## src/rtl/ex_mem_if.sv

```systemverilog
`default_nettype none
// ============================================================================
// ex_mem_if : execute <-> memory pipeline boundary bundle
// Rev 1.0   : initial release
// ============================================================================
interface ex_mem_if #(
  parameter int DATA_W  = 32,
  parameter int ADDR_W  = 5,
  parameter int STALL_W = 6
);
  logic [STALL_W-1:0]  stall;
  logic [ADDR_W-1:0]   ex_wd;
  logic                ex_wreg;
  logic [DATA_W-1:0]   ex_wdata;
  logic [DATA_W-1:0]   ex_hi;
  logic [DATA_W-1:0]   ex_lo;
  logic                ex_whilo;
  logic [2*DATA_W-1:0] hilo_i;
  logic [1:0]          cnt_i;
  logic [ADDR_W-1:0]   mem_wd;
  logic                mem_wreg;
  logic [DATA_W-1:0]   mem_wdata;
  logic [DATA_W-1:0]   mem_hi;
  logic [DATA_W-1:0]   mem_lo;
  logic                mem_whilo;
  logic [2*DATA_W-1:0] hilo_o;
  logic [1:0]          cnt_o;

  // Execute side / control unit.
  modport master (
    output stall, ex_wd, ex_wreg, ex_wdata, ex_hi, ex_lo, ex_whilo, hilo_i, cnt_i,
    input  mem_wd, mem_wreg, mem_wdata, mem_hi, mem_lo, mem_whilo, hilo_o, cnt_o
  );

  // The pipeline register itself.
  modport slave (
    input  stall, ex_wd, ex_wreg, ex_wdata, ex_hi, ex_lo, ex_whilo, hilo_i, cnt_i,
    output mem_wd, mem_wreg, mem_wdata, mem_hi, mem_lo, mem_whilo, hilo_o, cnt_o
  );
endinterface
`default_nettype wire

```

## src/rtl/ex_mem.sv

```systemverilog
`default_nettype none
// ============================================================================
// ex_mem : EX->MEM pipeline register with stall/bubble control and
//          multiply-accumulate intermediate state holding
// Rev 1.0 : initial release
// ============================================================================
module ex_mem #(
  parameter int DATA_W  = 32,
  parameter int ADDR_W  = 5,
  parameter int STALL_W = 6
) (
  input  logic    clk,
  input  logic    rst,
  ex_mem_if.slave bus
);

  localparam int c_EX_BIT  = 3;
  localparam int c_MEM_BIT = 4;

  logic [ADDR_W-1:0]   r_mem_wd;
  logic                r_mem_wreg;
  logic [DATA_W-1:0]   r_mem_wdata;
  logic [DATA_W-1:0]   r_mem_hi;
  logic [DATA_W-1:0]   r_mem_lo;
  logic                r_mem_whilo;
  logic [2*DATA_W-1:0] r_hilo;
  logic [1:0]          r_cnt;

  logic w_ex_stop;
  logic w_mem_stop;

  assign w_ex_stop  = bus.stall[c_EX_BIT];
  assign w_mem_stop = bus.stall[c_MEM_BIT];

  always_ff @(posedge clk or posedge rst) begin
    if (rst) begin
      r_mem_wd    <= '0;
      r_mem_wreg  <= 1'b0;
      r_mem_wdata <= '0;
      r_mem_hi    <= '0;
      r_mem_lo    <= '0;
      r_mem_whilo <= 1'b0;
      r_hilo      <= '0;
      r_cnt       <= 2'd0;
    end else if (w_ex_stop && !w_mem_stop) begin
      // Execute frozen, memory still moving: push a NOP, keep MAC state.
      r_mem_wd    <= '0;
      r_mem_wreg  <= 1'b0;
      r_mem_wdata <= '0;
      r_mem_hi    <= '0;
      r_mem_lo    <= '0;
      r_mem_whilo <= 1'b0;
      r_hilo      <= bus.hilo_i;
      r_cnt       <= bus.cnt_i;
    end else if (!w_ex_stop) begin
      r_mem_wd    <= bus.ex_wd;
      r_mem_wreg  <= bus.ex_wreg;
      r_mem_wdata <= bus.ex_wdata;
      r_mem_hi    <= bus.ex_hi;
      r_mem_lo    <= bus.ex_lo;
      r_mem_whilo <= bus.ex_whilo;
      r_hilo      <= '0;
      r_cnt       <= 2'd0;
    end else begin
      r_hilo      <= bus.hilo_i;
      r_cnt       <= bus.cnt_i;
    end
  end

  assign bus.mem_wd    = r_mem_wd;
  assign bus.mem_wreg  = r_mem_wreg;
  assign bus.mem_wdata = r_mem_wdata;
  assign bus.mem_hi    = r_mem_hi;
  assign bus.mem_lo    = r_mem_lo;
  assign bus.mem_whilo = r_mem_whilo;
  assign bus.hilo_o    = r_hilo;
  assign bus.cnt_o     = r_cnt;

endmodule
`default_nettype wire

```

## src/flat_wrapper.sv

```systemverilog
// flat-port wrapper written by rule: the top's interface ports become plain ports
module ex_mem_flat 
#(
  parameter int DATA_W  = 32,
  parameter int ADDR_W  = 5,
  parameter int STALL_W = 6
)
  (clk, rst, bus_stall, bus_ex_wd, bus_ex_wreg, bus_ex_wdata, bus_ex_hi, bus_ex_lo, bus_ex_whilo, bus_hilo_i, bus_cnt_i, bus_mem_wd, bus_mem_wreg, bus_mem_wdata, bus_mem_hi, bus_mem_lo, bus_mem_whilo, bus_hilo_o, bus_cnt_o);
  ex_mem_if #(.DATA_W(DATA_W), .ADDR_W(ADDR_W), .STALL_W(STALL_W)) bus_i ();
  input  logic clk;
  input  logic rst;
  input wire logic [$bits(bus_i.stall)-1:0] bus_stall;
  input wire logic [$bits(bus_i.ex_wd)-1:0] bus_ex_wd;
  input wire logic [$bits(bus_i.ex_wreg)-1:0] bus_ex_wreg;
  input wire logic [$bits(bus_i.ex_wdata)-1:0] bus_ex_wdata;
  input wire logic [$bits(bus_i.ex_hi)-1:0] bus_ex_hi;
  input wire logic [$bits(bus_i.ex_lo)-1:0] bus_ex_lo;
  input wire logic [$bits(bus_i.ex_whilo)-1:0] bus_ex_whilo;
  input wire logic [$bits(bus_i.hilo_i)-1:0] bus_hilo_i;
  input wire logic [$bits(bus_i.cnt_i)-1:0] bus_cnt_i;
  output wire logic [$bits(bus_i.mem_wd)-1:0] bus_mem_wd;
  output wire logic [$bits(bus_i.mem_wreg)-1:0] bus_mem_wreg;
  output wire logic [$bits(bus_i.mem_wdata)-1:0] bus_mem_wdata;
  output wire logic [$bits(bus_i.mem_hi)-1:0] bus_mem_hi;
  output wire logic [$bits(bus_i.mem_lo)-1:0] bus_mem_lo;
  output wire logic [$bits(bus_i.mem_whilo)-1:0] bus_mem_whilo;
  output wire logic [$bits(bus_i.hilo_o)-1:0] bus_hilo_o;
  output wire logic [$bits(bus_i.cnt_o)-1:0] bus_cnt_o;
  assign bus_i.stall = bus_stall;
  assign bus_i.ex_wd = bus_ex_wd;
  assign bus_i.ex_wreg = bus_ex_wreg;
  assign bus_i.ex_wdata = bus_ex_wdata;
  assign bus_i.ex_hi = bus_ex_hi;
  assign bus_i.ex_lo = bus_ex_lo;
  assign bus_i.ex_whilo = bus_ex_whilo;
  assign bus_i.hilo_i = bus_hilo_i;
  assign bus_i.cnt_i = bus_cnt_i;
  assign bus_mem_wd = bus_i.mem_wd;
  assign bus_mem_wreg = bus_i.mem_wreg;
  assign bus_mem_wdata = bus_i.mem_wdata;
  assign bus_mem_hi = bus_i.mem_hi;
  assign bus_mem_lo = bus_i.mem_lo;
  assign bus_mem_whilo = bus_i.mem_whilo;
  assign bus_hilo_o = bus_i.hilo_o;
  assign bus_cnt_o = bus_i.cnt_o;
  ex_mem #(.DATA_W(DATA_W), .ADDR_W(ADDR_W), .STALL_W(STALL_W)) u_core (.clk(clk), .rst(rst), .bus(bus_i));
endmodule
```

## config.mk

```make
export PLATFORM = sky130hd
export DESIGN_NAME = ex_mem_flat
export DESIGN_NICKNAME = d
export VERILOG_FILES = /design/src/rtl/ex_mem_if.sv /design/src/rtl/ex_mem.sv /design/src/flat_wrapper.sv
export SDC_FILE = /design/constraint.sdc
export NUM_CORES = 1
export LEC_CHECK = 0
export ABC_AREA = 1
export BUFFER_PORTS_ARGS = -buffer_cell sky130_fd_sc_hd__buf_2
export CORE_AREA = 2 2 134 136
export DETAILED_ROUTE_END_ITERATION = 8
export DIE_AREA = 0 0 136 138
export GPL_ROUTABILITY_DRIVEN = 0
export PLACE_DENSITY = 0.72
export SETUP_SLACK_MARGIN = 0.2
export SKIP_LAST_GASP = 1
export SLEW_MARGIN = 5
export SYNTH_ARGS = -nofsm -noshare
export SYNTH_HDL_FRONTEND = slang
export SYNTH_SLANG_ARGS = --single-unit
```

## constraint.sdc

```tcl
create_clock -name clk -period 6.37 [get_ports clk]
set_input_delay 0.9555 -clock clk [delete_from_list [all_inputs] [get_ports clk]]
set_output_delay 0.9555 -clock clk [all_outputs]
set_load 0.02 [all_outputs]
```

==> results of run 1 <==
## metrics by stage
| stage | std cells | power [mW] | utilization |
|---|---|---|---|
| after CTS | 1217 | 2.639 | 0.4946 |
| after floorplan | 653 | 1.389 | - |
| after global routing | 1217 | 2.718 | 0.4946 |
| after detailed placement | 1185 | 1.538 | 0.4589 |
| final | 1217 | 2.601 | 0.4946 |
| after global placement | 1185 | 1.531 | 0.4589 |
## kinds of logic (layout without fill, tap and decap cells)
kind of cell	after synthesis	in the layout	share of synthesized area
AND/OR/NAND/NOR	375	375	0.2446
flip-flops	169	169	0.6732
buffers and inverters	109	444	0.08225
## per-layer routing
metal	vias up	routed length (um)
met1	2466	6968
li1	2622	-
met3	29	1292
met4	0	490
met2	226	8237
met5	-	0
## final timing paths
kind	startpoint	end	depth (start not counted)
worst min register to register	u_core.bus.mem_hi[25]	u_core.bus.mem_hi[25]	2
worst max-delay path	bus_stall[3]	u_core.bus.mem_wdata[31]	4
worst max register to register	u_core.bus.mem_hi[10]	u_core.bus.mem_hi[10]	2
min in group asynchronous	rst	u_core.bus.hilo_o[39]	2
max in group asynchronous	rst	u_core.bus.mem_lo[29]	3
worst min-delay path	u_core.bus.mem_hi[25]	u_core.bus.mem_hi[25]	2
## state kept, by name, summed over array words and instances (netlist names)
| name | cells |
|---|---|
| u_core.bus.mem_wd | 5 |
| u_core.bus.mem_wreg | 1 |
| u_core.bus.mem_lo | 32 |
| u_core.bus.hilo_o | 64 |
| u_core.bus.cnt_o | 2 |
| u_core.bus.mem_hi | 32 |
| u_core.bus.mem_wdata | 32 |
| u_core.bus.mem_whilo | 1 |
## worst max-delay path, cell delays in order
cell and delay [ns]:
sky130_fd_sc_hd__buf_4 0.53, sky130_fd_sc_hd__buf_4 0.88, sky130_fd_sc_hd__nand3_1 0.15, sky130_fd_sc_hd__nand2_1 0.12
## final cells by class
type	instances	area, sq um
Fill cell	1653	8861
Sequential cell	169	4229
Timing Repair Buffer	344	1734
Multi-Input combinational cell	375	1536
Clock buffer	19	442.9
Tap cell	229	286.5
Inverter	68	260.3
Clock inverter	13	183.9
## cell usage in the layout, fill, tap and decap left out
cell                         Yosys  layout
sky130_fd_sc_hd__clkbuf_8        0       1
sky130_fd_sc_hd__inv_2           1       1
sky130_fd_sc_hd__nand2_1       272     272
sky130_fd_sc_hd__inv_6           0       4
sky130_fd_sc_hd__bufinv_16       0       3
sky130_fd_sc_hd__nand3_1       103     103
sky130_fd_sc_hd__buf_4          22       5
sky130_fd_sc_hd__clkbuf_1        3       1
sky130_fd_sc_hd__dfrtp_1       169     169
sky130_fd_sc_hd__clkbuf_16       0      17
sky130_fd_sc_hd__buf_2          14     339
sky130_fd_sc_hd__clkinv_4        0       3
sky130_fd_sc_hd__clkinvlp_4      0       1
sky130_fd_sc_hd__inv_1          67      66
sky130_fd_sc_hd__inv_8           0       3
## power groups by stage
| stage | sequential [mW] | clock [mW] | combinational (mW) |
|---|---|---|---|
| 2_1_floorplan | 1.28 | 0 | 0.110 |
| 3_3_place_gp | 1.19 | 0 | 0.344 |
| 3_5_place_dp | 1.19 | 0 | 0.349 |
| 4_1_cts | 1.17 | 1.12 | 0.349 |
| 5_1_grt | 1.18 | 1.16 | 0.377 |
| 6_report | 1.17 | 1.09 | 0.342 |
==> out/metrics.csv, run 1 <==
stage;metric;value;unit
timing;max_slew_margin;0.2749;
timing;timing.final.crit_period;2.413;ns
power;combinationalPowerShare;0.132;
cts;cts_tree;built;
route;drt-vias-per-instance;4.390;
finish;antenna_cells;0;
timing;rsz0062_at_grt;no;
logic_synthesis;postSynthCellCount;653;
critical_path;r2r_setup_slack;5.66;ns
route;drtIter0Drc;296;
cts;cts.path.max_buffers;2;
finish;synthToLayoutAreaGrowth;38.06;%
global_route;use_met2;0.2944;
logic_synthesis;top_ff_cell_synth;sky130_fd_sc_hd__dfrtp_1;
timing;fin_hold_ws;0.4795;ns
global_route;grt_util_all_layers;0.1791;
cts;clock_sink_count;169;
job;max_cap_violations;0;
floorplan;initial_utilization;0.3583;
global_route;global_route.overflow_total;0;
placement;dp_hpwl;11.45;mm
timing;timing_worst_slew_pin_value;1.088;ns
logic_synthesis;yosysSeqAreaShare;0.6732;
cts;cts_root_buf;sky130_fd_sc_hd__clkbuf_16;
floorplan;core.rowCount;49;
logic_synthesis;synth_common_cells;272 x sky130_fd_sc_hd__nand2_1, 169 x sky130_fd_sc_hd__dfrtp_1, 103 x sky130_fd_sc_hd__nand3_1, 67 x sky130_fd_sc_hd__inv_1, 22 x sky130_fd_sc_hd__buf_4;
critical_path;cp-start-kind;input port;
power;power_switching;0.7018;mW
timing;final_critical_path_setup_slack;3.957;ns
timing;report.final.setup_viol;0;
route;final_wl;16.99;mm
finish;postLayoutCellArea;8673;sq um
floorplan;die_x;136;um
logic_synthesis;number_of_synthesized_register_bits;169;
placement;pre_cts_ws;3.505;ns
critical_path;critPathArrivalTime;2.76;ns
power;seq_power_share;0.450;
logic_synthesis;syn-num-nets;830;
logic_synthesis;synthDistinctLibCells;10;
global_route;globalRouteMet1Util;0.2188;
placement;place_area;8046;sq um
global_route;grt_pass1_wl;26.45;mm
global_route;global_routing_s_busiest_layer;met2;
timing;fin_setup_tns;0;ns
global_route;vias_in_the_first_global_route;5141;
critical_path;timing.critical_path.required;6.71;ns
logic_synthesis;ys_async_sr_fraction;1.000;
logic_synthesis;synth_top_cells_by_area;sky130_fd_sc_hd__dfrtp_1 67%, sky130_fd_sc_hd__nand2_1 16%, sky130_fd_sc_hd__nand3_1 8.2%;
route;via_count_of_the_routed_design;5343;
timing;fmax;0.4144;GHz
global_route;grt_antenna_before_repair;0;
timing;final_report_hold_violation_count;0;
route;drt-wirelength-per-cell;13.96;um
power;power.share.switching;0.2699;
power;vdd.ir_drop.worst;166.0;uV
timing;final.setup_skew;0;ns
cts;worst_setup_hold_path_clk_slew;0.06;ns
logic_synthesis;post-synth-top-area-fraction;0.6732;
timing;final_min_period_over_clock_period;0.3788;
logic_synthesis;area_leader_netlist;sky130_fd_sc_hd__dfrtp_1;
cts;hold_buffers;0;
worst_hold_path;holdCritPathClass;reg -> reg;
critical_path;critPathKind;in -> reg;
power;power.internal;1.899;mW
timing;finalMaxSlewViolations;0;
logic_synthesis;synth.cell_area;6282;sq um
power;power_leakage;5.463;nW
cts;htree_num_levels;4;
critical_path;critical_path.endpoint_type;flip-flop;
power;p_clk_frac;0.418;
floorplan;num_io_pins;346;
floorplan;die-height;138;um
floorplan;die_area;18770;sq um
cts;post_cts_sizing_count;0;
finish;drive_gt1_frac;0.3816;
global_route;pin_count_of_the_biggest_net_entering_global_routing;104;
cts;cts_buffers;17;
floorplan;core_area;17530;sq um
global_route;globalRouteMet3Util;0.05354;
placement;io_buffers;341;
logic_synthesis;avgSynthCellArea;9.621;sq um
logic_synthesis;synth-edff-count;0;
route;final_antenna_net_count;0;
cts;post-cts-setup-buffer-count;0;
logic_synthesis;yosysWarnings;0;
route;drt_first_pass_iters;4;
critical_path;crit_path_max_fanout;102;
finish;final_net_count;1152;
route;drc;0;
outcome;outcome;finished, final reports clean;
cts;clk-insertion-delay-late;0.42;ns
power;power_per_cell_area;299.8;nW/um^2
logic_synthesis;synth_most_common_cell;sky130_fd_sc_hd__nand2_1;
Power figures use the tool's default switching activity.
==> inputs of run 2 (changes only) <==
ABC_AREA = 0   (was 1)
CORE_AREA = 2 2 135 137   (was 2 2 134 136)
DIE_AREA = 0 0 137 139   (was 0 0 136 138)
PLACE_DENSITY = 0.68   (was 0.72)
clock period = 2.3 ns   (was 6.37 ns; I/O delays follow)
==> run 2 against run 1 <==
  * Count of clock-buffer cells in the layout unchanged
  * Combinational power increased to 2.7 times the previous value
  * Total power increased to 2.7 times the previous value
  * Largest power group unchanged
  * Core utilization decreased by 2.1 points
  * Setup slack got worse by 3.0 ns
  * Critical path depth unchanged
==> out/metrics.csv, run 2 <==
stage;metric;value;unit
critical_path;crit_path_max_fanout;75;
power;vdd.ir_drop.worst;466.1;uV
timing;final.setup_skew;0;ns
route;final_wl;15.09;mm
logic_synthesis;postSynthCellCount;429;
cts;cts_tree;built;
floorplan;core_area;17660;sq um
finish;final_net_count;941;
finish;final_cell_mix;341 x sky130_fd_sc_hd__buf_2, 169 x sky130_fd_sc_hd__dfrtp_1, 75 x sky130_fd_sc_hd__a22o_1;
finish;multiInputGateArea;1358;sq um
logic_synthesis;synth.cell_area;5879;sq um
critical_path;cp-start-kind;input port;
logic_synthesis;syn-num-nets;606;
placement;dp_hpwl;10.68;mm
finish;fill_cells;1612;
logic_synthesis;yosysWarnings;0;
floorplan;initial_utilization;0.3330;
cts;hold_buffers;0;
cts;clk-insertion-delay-late;0.41;ns
power;power_per_cell_area;840.3;nW/um^2
cts;cts_buffers;17;
cts;clock_sink_count;169;
timing;fin_setup_tns;0;ns
finish;max_reg_flops;64;
timing;timing.final.crit_period;1.345;ns
floorplan;die_area;19040;sq um
logic_synthesis;number_of_synthesized_register_bits;169;
logic_synthesis;synth_common_cells;169 x sky130_fd_sc_hd__dfrtp_1, 75 x sky130_fd_sc_hd__a22o_1, 67 x sky130_fd_sc_hd__and2_1, 29 x sky130_fd_sc_hd__inv_1;
timing;final_min_period_over_clock_period;0.5847;
global_route;pin_count_of_the_biggest_net_entering_global_routing;109;
critical_path;cp_top_family;buffers and inverters;
route;drt_first_pass_iters;4;
power;power_leakage;4.598;nW
logic_synthesis;synthDistinctLibCells;11;
logic_synthesis;synth-edff-count;0;
placement;placed_cells;974;
floorplan;die-height;139;um
route;drt-wirelength-per-cell;15.00;um
logic_synthesis;avgSynthCellArea;13.70;sq um
timing;fin_hold_ws;0.04359;ns
timing;fmax;0.7436;GHz
finish;layout.cells.most_common;sky130_fd_sc_hd__buf_2;
route;drt-vias-per-instance;4.422;
floorplan;num_io_pins;346;
timing;rsz0062_at_grt;no;
global_route;global_route.overflow_total;0;
route;drc;0;
finish;postLayoutCellArea;8371;sq um
critical_path;timing.critical_path.slowest_cell_delay;0.60;ns
timing;final_report_hold_violation_count;0;
cts;post-cts-setup-buffer-count;0;
global_route;use_met2;0.2519;
route;drtIter0Drc;230;
cts;cts_root_buf;sky130_fd_sc_hd__clkbuf_16;
floorplan;core.rowCount;49;
placement;place_area;7774;sq um
critical_path;crit_path_cell_trace;buf_2, and2_2, buf_4, a22o_1;
finish;antenna_cells;0;
finish;regArea;4229;sq um
cts;cts.path.max_buffers;2;
timing;timing_worst_slew_pin_value;0.8217;ns
global_route;vias_in_the_first_global_route;4463;
worst_hold_path;holdCritPathClass;in -> async;
timing;finalMaxSlewViolations;0;
critical_path;timing.critical_path.required;2.64;ns
job;max_cap_violations;0;
placement;io_buffers;341;
floorplan;die_x;137;um
logic_synthesis;synth_top_cells_by_area;sky130_fd_sc_hd__dfrtp_1 72%, sky130_fd_sc_hd__a22o_1 11%, sky130_fd_sc_hd__and2_1 7.1%;
logic_synthesis;post-synth-top-area-fraction;0.7193;
cts;worst_setup_hold_path_clk_slew;0.07;ns
global_route;grt_pass1_wl;23.26;mm
global_route;globalRouteMet1Util;0.1910;
outcome;outcome;finished, final reports clean;
critical_path;critPathArrivalTime;1.69;ns
logic_synthesis;synth_most_common_cell;sky130_fd_sc_hd__dfrtp_1;
route;via_count_of_the_routed_design;4449;
timing;report.final.setup_viol;0;
timing;max_slew_margin;0.4522;
global_route;grt_util_all_layers;0.1570;
critical_path;critPathKind;in -> reg;
global_route;globalRouteMet3Util;0.06433;
global_route;grt_antenna_before_repair;0;
logic_synthesis;yosysSeqAreaShare;0.7193;
logic_synthesis;area_leader_netlist;sky130_fd_sc_hd__dfrtp_1;
route;final_antenna_net_count;0;
logic_synthesis;top_ff_cell_synth;sky130_fd_sc_hd__dfrtp_1;
finish;synthToLayoutAreaGrowth;42.37;%
finish;number_of_cells_in_the_finished_layout_apart_from_fillers;1006;
finish;post-route-util;0.4741;
critical_path;critical_path.endpoint_type;flip-flop;
finish;drive_gt1_frac;0.4903;
global_route;global_routing_s_busiest_layer;met2;
critical_path;critical_path.slowest_cell;sky130_fd_sc_hd__buf_4;
logic_synthesis;ys_async_sr_fraction;1.000;
cts;htree_num_levels;4;
cts;post_cts_sizing_count;0;
critical_path;cp_num_buf_inv;2;
[run 2: cell count changes in the layout (fill, tap and decap cells not counted), sizes merged, moves of 4 or more]
cell	change
nand3	-75
o21ai	+28
inv	-41
a22o	+75
buf	+4
and2	+67
nand2	-272
[run 2: cells by family (layout without fill, tap and decap cells)]
logic type / after synthesis / count (layout) / share of synthesized area
buffers and inverters: 62 / 410 / 0.05001
AOI/OAI and AO/OA: 103 / 103 / 0.1356
DFF: 169 / 169 / 0.7193
and+or+nand+nor: 95 / 95 / 0.09513
[run 2: layout make-up]
type                       count  share of cell area
inverter                      30             0.01390
multi-input combinational    198              0.1622
clock inverter                13             0.01958
sequential                   169              0.5052
clock buffer                  19             0.05172
timing repair buffer         348              0.2132
tap                          229             0.03423
[run 2: per-stage QoR]
stage	total power, mW	setup slack, ns
2_1_floorplan	3.813	-0.1997
3_3_place_gp	4.210	0.5568
3_5_place_dp	4.226	0.5464
4_1_cts	7.131	0.9249
5_1_grt	7.367	0.8693
6_report	7.034	0.9552
[run 2: metal layers]
| layer | part of all wire | vias up |
|---|---|---|
| met5 | 0 | - |
| met4 | 0.018 | 0 |
| met3 | 0.092 | 21 |
| met2 | 0.49 | 198 |
| met1 | 0.40 | 2100 |
| li1 | - | 2130 |
[run 2: worst paths after layout]
path | from | endpoint | slack [ns] | depth (start not counted)
max | bus_stall[3] | u_core.bus.mem_lo[11] | 0.96 | 4
min | rst | u_core.bus.mem_hi[18] | 0.04 | 3
max reg2reg | u_core.bus.mem_hi[28] | u_core.bus.mem_hi[28] | 1.59 | 2
min reg2reg | u_core.bus.mem_lo[9] | u_core.bus.mem_lo[9] | 0.49 | 1
max in group asynchronous | rst | u_core.bus.mem_wdata[31] | 1.77 | 3
min in group clk | bus_hilo_i[12] | u_core.bus.hilo_o[12] | 0.13 | 2
[run 2: tightest hold or removal path: stages]
cell and delay (ns):
sky130_fd_sc_hd__buf_2 0.11, sky130_fd_sc_hd__clkinvlp_4 0.10, sky130_fd_sc_hd__buf_12 0.31
[run 2: where the power goes]
part           switching, mW  total [mW]  internal, mW
Clock                   1.24        2.88          1.63
Sequential            0.0797        3.24          3.16
Combinational          0.557       0.918         0.360
==> inputs of run 3 (changes only) <==
ABC_AREA = 1   (was 0)
CORE_AREA = 2 2 133 135   (was 2 2 135 137)
DIE_AREA = 0 0 135 137   (was 0 0 137 139)
PLACE_DENSITY = 0.75   (was 0.68)
clock period = 1.1 ns   (was 2.3 ns; I/O delays follow)
==> run 3 against run 2 <==
  * The run now ends with negative setup slack left
  * Clock power is 110% higher
  * Register-to-register slack worse by 1.4 ns
  * Global-route usage is 8.9 points higher
  * Core utilization is 23 points higher
  * Total power is 130% higher
  * Sequential power is 110% higher
  * Hold slack better by 0.046 ns
  * Setup slack worse by 1.0 ns
  * Non-clock buffer count is 223 higher
  * Via count is 52% higher
  * Die area is 2.9% lower
==> out/metrics.csv, run 3 (same netlist as run 1, synthesis figures left out) <==
stage;metric;value;unit
finish;post-route-util;0.7006;
critical_path;crit_path_max_fanout;2;
critical_path;timing.critical_path.slowest_cell_delay;0.42;ns
finish;synthToLayoutAreaGrowth;90.20;%
global_route;pin_count_of_the_biggest_net_entering_global_routing;91;
global_route;global_routing_s_busiest_layer;met2;
placement;place_area;8234;sq um
job;max_cap_violations;0;
timing;timing.final.crit_period;1.154;ns
finish;multiInputGateArea;1536;sq um
timing;report.final.setup_viol;125;
cts;worst_setup_hold_path_clk_slew;0.07;ns
power;vdd.ir_drop.worst;1147;uV
timing;rsz0062_at_grt;yes;
finish;final_cell_mix;272 x sky130_fd_sc_hd__nand2_1, 170 x sky130_fd_sc_hd__dlygate4sd3_1, 170 x sky130_fd_sc_hd__buf_2;
timing;final_critical_path_setup_slack;-0.05408;ns
cts;clk-insertion-delay-late;0.42;ns
placement;dp_hpwl;11.77;mm
cts;cts_tree;built;
finish;max_reg_flops;64;
outcome;failed_checks;negative setup slack;
route;drc;0;
cts;cts_buffers;17;
timing;timing_worst_slew_pin_value;0.4120;ns
global_route;globalRouteMet3Util;0.07852;
floorplan;num_io_pins;346;
critical_path;critPathKind;reg -> out;
global_route;vias_in_the_first_global_route;6949;
placement;io_buffers;341;
global_route;globalRouteMet1Util;0.2761;
timing;final_report_hold_violation_count;0;
cts;cts_root_buf;sky130_fd_sc_hd__clkbuf_16;
route;via_count_of_the_routed_design;6766;
timing;final_min_period_over_clock_period;1.049;
placement;pre_cts_ws;0.1659;ns
floorplan;initial_utilization;0.3683;
route;drtIter0Drc;321;
outcome;outcome;complete, but fails checks;
finish;antenna_cells;0;
power;power_leakage;6.718;nW
finish;regArea;4229;sq um
route;final_wl;23.71;mm
critical_path;critical_path.endpoint_type;primary output;
floorplan;die_area;18500;sq um
global_route;grt_util_all_layers;0.2459;
cts;clock_sink_count;169;
worst_hold_path;holdCritPathClass;in -> reg;
route;drt_first_pass_iters;7;
cts;htree_num_levels;4;
timing;max_slew_margin;0.7253;
finish;final_net_count;1379;
cts;cts.path.max_buffers;2;
finish;number_of_cells_in_the_finished_layout_apart_from_fillers;1438;
global_route;grt_pass1_wl;35.36;mm
floorplan;core.rowCount;48;
floorplan;die_x;135;um
finish;fill_cells;1066;
critical_path;cp_num_buf_inv;1;
floorplan;die-height;137;um
global_route;use_met2;0.4241;
route;final_antenna_net_count;0;
timing;fin_hold_ws;0.09004;ns
power;power_per_cell_area;1370;nW/um^2
critical_path;cp_top_family;flip-flops;
floorplan;core_area;17060;sq um
finish;postLayoutCellArea;11950;sq um
critical_path;cp-start-kind;flip-flop;
critical_path;timing.critical_path.required;0.94;ns
placement;placed_cells;1190;
timing;fin_setup_tns;-2.472;ns
route;drt-wirelength-per-cell;16.49;um
critical_path;critical_path.slowest_cell;sky130_fd_sc_hd__dfrtp_1;
power;total_power;16.37;mW
global_route;grt_antenna_before_repair;0;
finish;drive_gt1_frac;0.3561;
finish;layout.cells.most_common;sky130_fd_sc_hd__nand2_1;
global_route;global_route.overflow_total;0;
timing;fmax;0.8665;GHz
critical_path;crit_path_cell_trace;buf_6;
timing;final.setup_skew;0;ns
timing;finalMaxSlewViolations;0;
critical_path;critPathArrivalTime;0.99;ns
route;drt-vias-per-instance;4.705;
[run 3: changes by cell type in the layout (fill, tap and decap cells not counted), moves of 66 or more]
cell,change
sky130_fd_sc_hd__buf_6,+169
sky130_fd_sc_hd__buf_2,-171
sky130_fd_sc_hd__dlygate4sd3_1,+170
sky130_fd_sc_hd__and2_1,-66
sky130_fd_sc_hd__nand3_1,+75
sky130_fd_sc_hd__nand2_1,+272
sky130_fd_sc_hd__a22o_1,-75
[run 3: final cells by class]
class | count | area share
repair buffers | 571 | 0.4223
flip-flops and latches | 169 | 0.3539
multi-input cells | 375 | 0.1286
clock buffers | 18 | 0.03592
well taps | 225 | 0.02356
inverters | 68 | 0.02178
clock inverters | 12 | 0.01393
[run 3: worst paths after layout]
kind / startpoint / endpoint / slack, ns / cells past startpoint
min in group asynchronous: rst / u_core.bus.mem_whilo / 0.34 / 4
min reg2reg: u_core.bus.mem_hi[5] / u_core.bus.mem_hi[5] / 0.51 / 2
max: u_core.bus.mem_wdata[4] / bus_mem_wdata[4] / -0.05 / 1
max reg2reg: u_core.bus.mem_lo[27] / u_core.bus.mem_lo[27] / 0.20 / 4
max in group asynchronous: rst / u_core.bus.hilo_o[22] / 0.31 / 5
min: bus_stall[4] / u_core.bus.mem_hi[8] / 0.09 / 3
[run 3: layer usage]
metal,share of wire,wire [um]
met4,0.041,964
met3,0.083,1958
met5,0,0
met2,0.52,12310
met1,0.36,8484
[run 3: where the power goes]
part / leakage [nW] / internal, mW / total [mW] / switching (mW)
Combinational: 4.29 / 1.74 / 3.32 / 1.58
Sequential: 2.15 / 6.61 / 6.90 / 0.292
Clock: 0.278 / 3.59 / 6.15 / 2.55
Total: 6.72 / 11.9 / 16.4 / 4.42
[run 3: repair_timing]
action                     CTS  global route
gates resized for setup    338             0
setup endpoints to repair  169           169
hold endpoints to repair   289             0
hold buffers               170             0
setup buffers                9            39
